`src/rtl/axi_mem_rd_arbiter_pkg.sv`:
```
// Shared types and constants for the two-master AXI read-channel arbiter.
package axi_mem_rd_arbiter_pkg;

    typedef enum logic [1:0] {
        ST_IDLE = 2'd0,
        ST_ADDR = 2'd1,
        ST_DATA = 2'd2
    } arb_state_t;

    localparam logic [1:0] BURST_FIXED = 2'd0;
    localparam logic [1:0] BURST_INCR  = 2'd1;
    localparam logic [1:0] BURST_WRAP  = 2'd2;

    localparam logic [1:0] RESP_OKAY   = 2'd0;
    localparam logic [1:0] RESP_SLVERR = 2'd2;

    // Width-independent part of an AR request; the address is carried separately.
    typedef struct packed {
        logic [7:0] len;
        logic [2:0] size;
        logic [1:0] burst;
    } ar_attr_t;

endpackage

```
`src/rtl/axi_mem_rd_arbiter_rr_grant2.sv`:
```
// Two-requester grant with priority pointer; ARB_ROUND_ROBIN_EN makes the pointer rotate.
module rr_grant2
    import axi_mem_rd_arbiter_pkg::*;
(
    input  logic       clock,
    input  logic       reset,
    input  logic [1:0] req,
    input  logic       done,
    input  logic       done_id,
    output logic [1:0] gnt
);

    logic ptr;

`ifdef ARB_ROUND_ROBIN_EN
    // After a burst completes, favour the master that was not just served.
    always_ff @(posedge clock) begin
        if (reset)
            ptr <= 1'b0;
        else if (done)
            ptr <= ~done_id;
    end
`else
    logic unused_ok;
    assign unused_ok = ^{clock, reset, done, done_id};
    assign ptr       = 1'b0;
`endif

    assign gnt[0] = req[0] & (~req[1] | ~ptr);
    assign gnt[1] = req[1] & (~req[0] |  ptr);

endmodule

```
`src/rtl/axi_mem_rd_arbiter.sv`:
```
// Two-master AXI4 read arbiter (icache = m0, dcache = m1) holding the grant for a whole burst.
// Define ARB_ROUND_ROBIN_EN for alternating priority; otherwise master 0 has fixed priority.
module axi_mem_rd_arbiter
    import axi_mem_rd_arbiter_pkg::*;
#(
    parameter int DW = 128,
    parameter int AW = 32
) (
    input  logic          clock,
    input  logic          reset,
    input  logic          m0_ar_valid,
    output logic          m0_ar_ready,
    input  logic [AW-1:0] m0_ar_addr,
    input  logic [7:0]    m0_ar_len,
    input  logic [2:0]    m0_ar_size,
    input  logic [1:0]    m0_ar_burst,
    output logic          m0_r_valid,
    input  logic          m0_r_ready,
    output logic [DW-1:0] m0_r_data,
    output logic [1:0]    m0_r_rsp,
    output logic          m0_r_last,
    input  logic          m1_ar_valid,
    output logic          m1_ar_ready,
    input  logic [AW-1:0] m1_ar_addr,
    input  logic [7:0]    m1_ar_len,
    input  logic [2:0]    m1_ar_size,
    input  logic [1:0]    m1_ar_burst,
    output logic          m1_r_valid,
    input  logic          m1_r_ready,
    output logic [DW-1:0] m1_r_data,
    output logic [1:0]    m1_r_rsp,
    output logic          m1_r_last,
    output logic          s_ar_valid,
    input  logic          s_ar_ready,
    output logic [AW-1:0] s_ar_addr,
    output logic [7:0]    s_ar_len,
    output logic [2:0]    s_ar_size,
    output logic [1:0]    s_ar_burst,
    input  logic          s_r_valid,
    output logic          s_r_ready,
    input  logic [DW-1:0] s_r_data,
    input  logic [1:0]    s_r_rsp,
    input  logic          s_r_last,
    output logic          len_err,
    output logic          busy
);

    arb_state_t    state;
    logic          gnt_id;
    logic [7:0]    beat_cnt;
    logic [AW-1:0] ar_addr_q;
    ar_attr_t      ar_attr_q;
    logic [1:0]    gnt;
    logic          in_idle, in_data, ar_hs, r_hs, last_hs;

    assign in_idle = (state == ST_IDLE);
    assign in_data = (state == ST_DATA);

    rr_grant2 u_grant (
        .clock   (clock),
        .reset   (reset),
        .req     ({m1_ar_valid, m0_ar_valid}),
        .done    (last_hs),
        .done_id (gnt_id),
        .gnt     (gnt)
    );

    assign m0_ar_ready = in_idle & gnt[0];
    assign m1_ar_ready = in_idle & gnt[1];
    assign ar_hs       = (m0_ar_valid & m0_ar_ready) | (m1_ar_valid & m1_ar_ready);

    // R channel is a zero-latency pass-through steered by the registered grant.
    assign s_r_ready  = in_data & (gnt_id ? m1_r_ready : m0_r_ready);
    assign m0_r_valid = in_data & ~gnt_id & s_r_valid;
    assign m1_r_valid = in_data &  gnt_id & s_r_valid;
    assign m0_r_data  = s_r_data;
    assign m1_r_data  = s_r_data;
    assign m0_r_rsp   = s_r_rsp;
    assign m1_r_rsp   = s_r_rsp;
    assign m0_r_last  = s_r_last;
    assign m1_r_last  = s_r_last;
    assign r_hs       = s_r_valid & s_r_ready;
    assign last_hs    = r_hs & s_r_last;

    assign s_ar_addr  = ar_addr_q;
    assign s_ar_len   = ar_attr_q.len;
    assign s_ar_size  = ar_attr_q.size;
    assign s_ar_burst = ar_attr_q.burst;
    assign busy       = ~in_idle;

    always_ff @(posedge clock) begin
        if (reset) begin
            state      <= ST_IDLE;
            s_ar_valid <= 1'b0;
            gnt_id     <= 1'b0;
            beat_cnt   <= 8'd0;
            len_err    <= 1'b0;
        end else begin
            case (state)
                ST_IDLE: begin
                    if (ar_hs) begin
                        gnt_id     <= gnt[1];
                        beat_cnt   <= 8'd0;
                        s_ar_valid <= 1'b1;
                        state      <= ST_ADDR;
                    end
                end
                ST_ADDR: begin
                    if (s_ar_ready) begin
                        s_ar_valid <= 1'b0;
                        state      <= ST_DATA;
                    end
                end
                ST_DATA: begin
                    if (r_hs) begin
                        beat_cnt <= beat_cnt + 8'd1;
                        if (s_r_last) begin
                            if (beat_cnt != ar_attr_q.len)
                                len_err <= 1'b1;
                            state <= ST_IDLE;
                        end else if (beat_cnt == ar_attr_q.len) begin
                            len_err <= 1'b1;
                        end
                    end
                end
                default: state <= ST_IDLE;
            endcase
        end
    end

    // AR payload registers carry no reset; they are qualified by s_ar_valid.
    always_ff @(posedge clock) begin
        if (in_idle && ar_hs) begin
            ar_addr_q       <= gnt[1] ? m1_ar_addr  : m0_ar_addr;
            ar_attr_q.len   <= gnt[1] ? m1_ar_len   : m0_ar_len;
            ar_attr_q.size  <= gnt[1] ? m1_ar_size  : m0_ar_size;
            ar_attr_q.burst <= gnt[1] ? m1_ar_burst : m0_ar_burst;
        end
    end

endmodule

```
`config.mk`:
```
export PLATFORM = sky130hd
export DESIGN_NAME = axi_mem_rd_arbiter
export DESIGN_NICKNAME = d
export VERILOG_FILES = /design/src/rtl/axi_mem_rd_arbiter_pkg.sv /design/src/rtl/axi_mem_rd_arbiter_rr_grant2.sv /design/src/rtl/axi_mem_rd_arbiter.sv
export SDC_FILE = /design/constraint.sdc
export NUM_CORES = 1
export LEC_CHECK = 0
export CAP_MARGIN = 20
export CORE_AREA = 2 2 210 212
export DETAILED_ROUTE_END_ITERATION = 10
export DIE_AREA = 0 0 212 214
export PLACE_DENSITY = 0.4
export SETUP_SLACK_MARGIN = 0.15
export SYNTH_ARGS = -nofsm -noshare
export SYNTH_HDL_FRONTEND = slang
export SYNTH_SLANG_ARGS = --single-unit
```
`constraint.sdc`:
```
create_clock -name clock -period 3.59 [get_ports clock]
set_input_delay 0.359 -clock clock [delete_from_list [all_inputs] [get_ports clock]]
set_output_delay 0.359 -clock clock [all_outputs]
set_load 0.02 [all_outputs]
```
After elaboration in Yosys (flattened, before gate mapping). Index checks and enable logic that the tools add are counted.

Bits of input ports: 229. Bits in registers: 58. Output and inout bits: 315.

Bitwise operators: 15. Eq/ne operators: 9. Mux-type cells: 19. $add $sub $neg: 1. Reductions and logical operators: 10.

Operator list (number): two-way mux 32 bit (1); two-way mux 8 bit (3); case mux 8 bit (2 select lines) (1); bitwise AND 1 bit (11); two-way mux 2 bit (5); adder 8 x 1 -> 8 bit, second input constant (1); equality test 8 bit (1); != test 8 bit (1); AND reduction 4 bit (2); two-way mux 1 bit (6); != test 2 x 1 -> 1 bit, second input constant (3); case mux 2 bit (3 select lines) (1); AND reduction 3 bit (2); nonzero test 2 bit (3); != test 2 bit, second input constant (2); two-way mux 3 bit (1); NOT 1 bit (3); equality test 2 x 1 -> 1 bit, second input constant (1); equality test 2 bit, second input constant (1); zero test 2 bit (1); case mux 1 bit (2 select lines) (1); AND reduction 2 bit (1); logical AND 1 bit (1); OR 1 bit (1).

Longest topological paths before layout.
Word-level depth: 7. Gate-level depth with buffers: 6. Gate-level depth less buffers: 5.

Modules after synthesis. A second synthesis with hierarchy kept.

Cells, all modules: 451. Area, all modules: 4664.5 um^2.

By module, submodules not included: axi_mem_rd_arbiter (instances 1, area an instance 4643.2 um^2, cells an instance 449, sequential area each 1611.5 um^2); rr_grant2 (instances 1, area an instance 21.3 um^2, cells an instance 2, sequential area each 0.0 um^2).

Worst setup path after synthesis. Ideal clock, no wire load.

Path type: register -> register. From: register state[0]. To: register ar_addr_q[0], in the netlist s_ar_addr[0] (enable). Stages on the path, launching flop included: 5. Setup slack: 457 ps. Arrival: 2684 ps. Period minus slack after synthesis: 3133 ps. Buffers on the path: 1. Data required time: 3141 ps. Cells stage by stage: dfxtp_1 > clkbuf_1 > nor2_1 > inv_1 > nor2_1.

Word-level cells in the longest chain between the ends: 5.

RTL lines: start, declared (RTL line axi_mem_rd_arbiter.sv:48) `arb_state_t state;`; start signal, assigned (RTL line axi_mem_rd_arbiter.sv:93) `state <= ST_IDLE;`; start signal, assigned (RTL line axi_mem_rd_arbiter.sv:105) `state <= ST_ADDR;`; start signal, assigned (RTL line axi_mem_rd_arbiter.sv:111) `state <= ST_DATA;`; zero test 2 bit (*) (RTL line axi_mem_rd_arbiter.sv:56) `assign in_idle = (state == ST_IDLE);`; bitwise AND 1 bit (on tied branches) (RTL line axi_mem_rd_arbiter.sv:68, axi_mem_rd_arbiter.sv:69); bitwise AND 1 bit (RTL line axi_mem_rd_arbiter.sv:70) `assign ar_hs = (m0_ar_valid & m0_ar_ready) | (m1_ar_valid & m1_ar_ready);`; OR 1 bit (RTL line axi_mem_rd_arbiter.sv:70); logical AND 1 bit (*) (RTL line axi_mem_rd_arbiter.sv:133) `if (in_idle && ar_hs) begin`; end signal, assigned (RTL line axi_mem_rd_arbiter.sv:134) `ar_addr_q <= gnt[1] ? m1_ar_addr : m0_ar_addr;`; end, declared (RTL line axi_mem_rd_arbiter.sv:51) `logic [AW-1:0] ar_addr_q;`.

Mark *: on every way between the ends. The rest lies on a longest branch, timed or not. A chain may end at the register's enable or synchronous reset.

Worst setup path after layout.
From: register state[0]. To: output port m1_r_valid.

Word-level cells in the longest chain between the ends: 3.

RTL lines: equality test 2 bit (RTL line axi_mem_rd_arbiter.sv:57) `assign in_data = (state == ST_DATA);`; bitwise AND 1 bit (2 in series) (RTL line axi_mem_rd_arbiter.sv:75) `assign m1_r_valid = in_data & gnt_id & s_r_valid;`; end, declared (RTL line axi_mem_rd_arbiter.sv:28) `output logic m1_r_valid,`.

Every way passes these cells.

==> key figures <==
Routing
  – Drt via density: 2.76
  – Routed Antenna Nets: 0
  – Average wire per standard cell: 21.1 um
  – Detailed-route DRC error count: 0
  – Vias after detailed routing: 2583
  – Total iterations of the first detailed-routing run: 4
  – Post-Route WL: 19.8 mm
  – Detailed router's first-iteration violation count: 41

STA
  – Fmax achieved: 429 MHz
  – Final hold slack: 0.493 ns
  – Worst slew pin tran: 0.649 ns
  – Setup TNS: 0 ns
  – Clock Skew: 0.00702 ns
  – Final Hold Fails: 0
  – Pins Over Slew Limit: 0
  – Tmin final: 2.33 ns
  – Period Utilization, post-route: 65.0%
  – Rel. slew slack: 56.8%
  – Final setup vio count: 0
  – RSZ-0062 raised after global routing: false

Global routing
  – Global-route wire length before repair: 25.3 mm
  – Tot GR Track Use: 8.31%
  – Initial antenna violation count: 0
  – Vias in the first global route: 2755
  – Grt ovf: 0
  – Largest net degree at the start of global routing: 46

Place
  – HPWL Detailed: 17.1 mm
  – DP Cell Count: 921
  – Routability Congestion: 0.678
  – DP Area: 4910 um^2
  – I/O Buffers: 153

Synth
  – Synth area leaders: buf_4 (43%), edfxtp_1 (29%), mux2_2 (11%), dfxtp_1 (5.6%), xnor2_1 (1.5%)
  – Post-Syn Area: 4630 um^2
  – Synth warn: 0
  – Synth Flop Type: edfxtp_1
  – Avg Cell Area, Syn: 10.2 um^2
  – Netlist cell types: 31
  – Number of synthesized register bits: 58
  – Net Count, Synth: 682
  – Mapped Cells: 452
  – Async set or reset register ratio after synthesis: 0%
  – Seq/Total Area, Yosys: 34.8%
  – Share of the synthesized area in the top cell type: 42.7%
  – Largest area contributor in the netlist: buf_4
  – EDFF count, synth: 45

Die
  – Initial Util: 10.8%
  – Io pins: 544
  – DIE AREA: 45400 um^2
  – Die span in y: 214 um
  – Die width: 212 um
  – Core area: 42900 um^2
  – Cell row count: 76

Clocking
  – Hold_buf cts: 0
  – CTS tree: yes
  – Htree depth: 3
  – Post_cts resized: 0
  – Root Buffer: clkbuf_16
  – Clock Latency Late Sink: 0.34 ns
  – CTS sink count: 58
  – # Post-CTS Setup Buffers: 0
  – Max clock buf depth: 2
  – CTS Buf Count: 9
  – CTS clock-pin slew for the worst setup and hold paths: 0.05 ns

Worst setup path
  – Largest stage delay, worst path: 0.60 ns
  – Largest fanout on the critical path: 11
  – Setup crit end kind: output port
  – Worst Path Required: 3.23 ns
  – Type of origin of the critical path: flop
  – WP data arrival: 1.97 ns
  – Crit path cell chain: and2b_1 -> and3_1 -> clkdlybuf4s50_1
  – CP Class: flop to output port
  – CP max stage cell: clkdlybuf4s50_1

Pwr
  – Total design power: 2.12 mW
  – Leak pwr: 1.62 nW
  – Max VDD drop: 0.000244 V
  – PD cells: 408 nW/um^2

Cells and area
  – Final layout net count: 577
  – Most frequent cells in the layout: clkdlybuf4s50_1 (153), mux2_2 (46), edfxtp_1 (45), dfxtp_1 (13), clkbuf_16 (9)
  – Most common cell after layout, fill and taps aside: clkdlybuf4s50_1
  – # fillers: 4886
  – Post-Layout Cell Count: 937
  – Area grow syn2layout: 12.2%
  – Antenna Cells: 0
  – Share of cells above drive strength 1: 17.6%
  – Post-route cell area: 5190 um^2

Hold path
  – Hold WC Path Type: flop to flop

Job
  – Max-Cap Viols: 0

Outcome
  – Status: finished, final reports clean
## state kept, by name, indices dropped and copies added (netlist names)
register / count
gnt_id: 1
s_ar_addr: 32
s_ar_burst: 2
len_err: 1
s_ar_len: 8
s_ar_valid: 1
beat_cnt: 8
state: 2
s_ar_size: 3
## routing by layer
metal  up-vias  GRT usage (%)  wire [um]  share of wire [%]
met3        45           10.8       5860                 30
met5         -              0          0                  0
met1      1053           4.77       3980                 20
met2       445           13.9       9400                 48
li1       1040              -          -                  -
met4         0           3.31        525                2.7
## critical path: cells and delay by family, from the launching register on
| kind | cells | cell delay [ns] |
|---|---|---|
| buf+inv | 1 | 0.60 |
| simple gates | 2 | 0.64 |
| flops | 1 | 0.40 |
## cells by family after synthesis
| family | count (synthesis) | synth area share [%] |
|---|---|---|
| muxes | 46 | 11.2 |
| DFF | 58 | 34.8 |
| buffers and inverters | 276 | 44.0 |
| xor gates and xnor gates | 8 | 1.51 |
| AOI/OAI and AO/OA | 27 | 4.06 |
| and+or+nand+nor | 36 | 4.11 |
| adders and majority gates | 1 | 0.270 |
## path summary, 6_finish.rpt
| path | end | cells past startpoint | start | slack, ns |
|---|---|---|---|---|
| max | m1_r_valid | 3 | state[0]$_SDFFE_PP0P_ | 1.26 |
| min | len_err$_SDFFE_PP0P_ | 2 | len_err$_SDFFE_PP0P_ | 0.49 |
| max reg2reg | beat_cnt[7]$_SDFFE_PP0P_ | 4 | state[0]$_SDFFE_PP0P_ | 1.67 |
| min reg2reg | len_err$_SDFFE_PP0P_ | 2 | len_err$_SDFFE_PP0P_ | 0.49 |
## cells in the mapped netlist, types with 2 or more instances
library cell and number:
nand2b_1 3, mux2_2 46, dfxtp_1 13, nor2_1 8
and2_1 3, and3_1 4, a31oi_1 3, buf_2 4
clkbuf_1 4, xnor2_1 8, buf_4 263, a311oi_1 6
nand3_1 3, nor3_1 2, a41oi_1 2, a21oi_1 7
nand2_1 6, or2b_1 2, inv_1 4, nand4_1 3
edfxtp_1 45, o21ai_0 4
## power by group
part / total [mW] / leakage, nW / switching (mW) / internal (mW)
logic: 0.451 / 0.941 / 0.201 / 0.250
registers: 0.835 / 0.543 / 0.0314 / 0.803
clock network: 0.834 / 0.134 / 0.306 / 0.528
## cell type report
cell class	count	area, um^2	area share, %
Clock buffer	11	233	4.48
Sequential cell	58	1610	31.0
Timing Repair Buffer	156	1570	30.2
Clock inverter	5	45.0	0.868
Tap cell	585	732	14.1
Multi-Input combinational cell	118	988	19.0
Inverter	4	15.0	0.289
## through the flow
step	setup slack [ns]	utilization, %
CTS	1.23	12.1
global route	1.14	12.1
detailed placement	1.27	11.5
floorplan	0.457	-
finish	1.26	12.1
global placement	1.28	11.5
No activity file was read; power rests on OpenSTA's default activity.
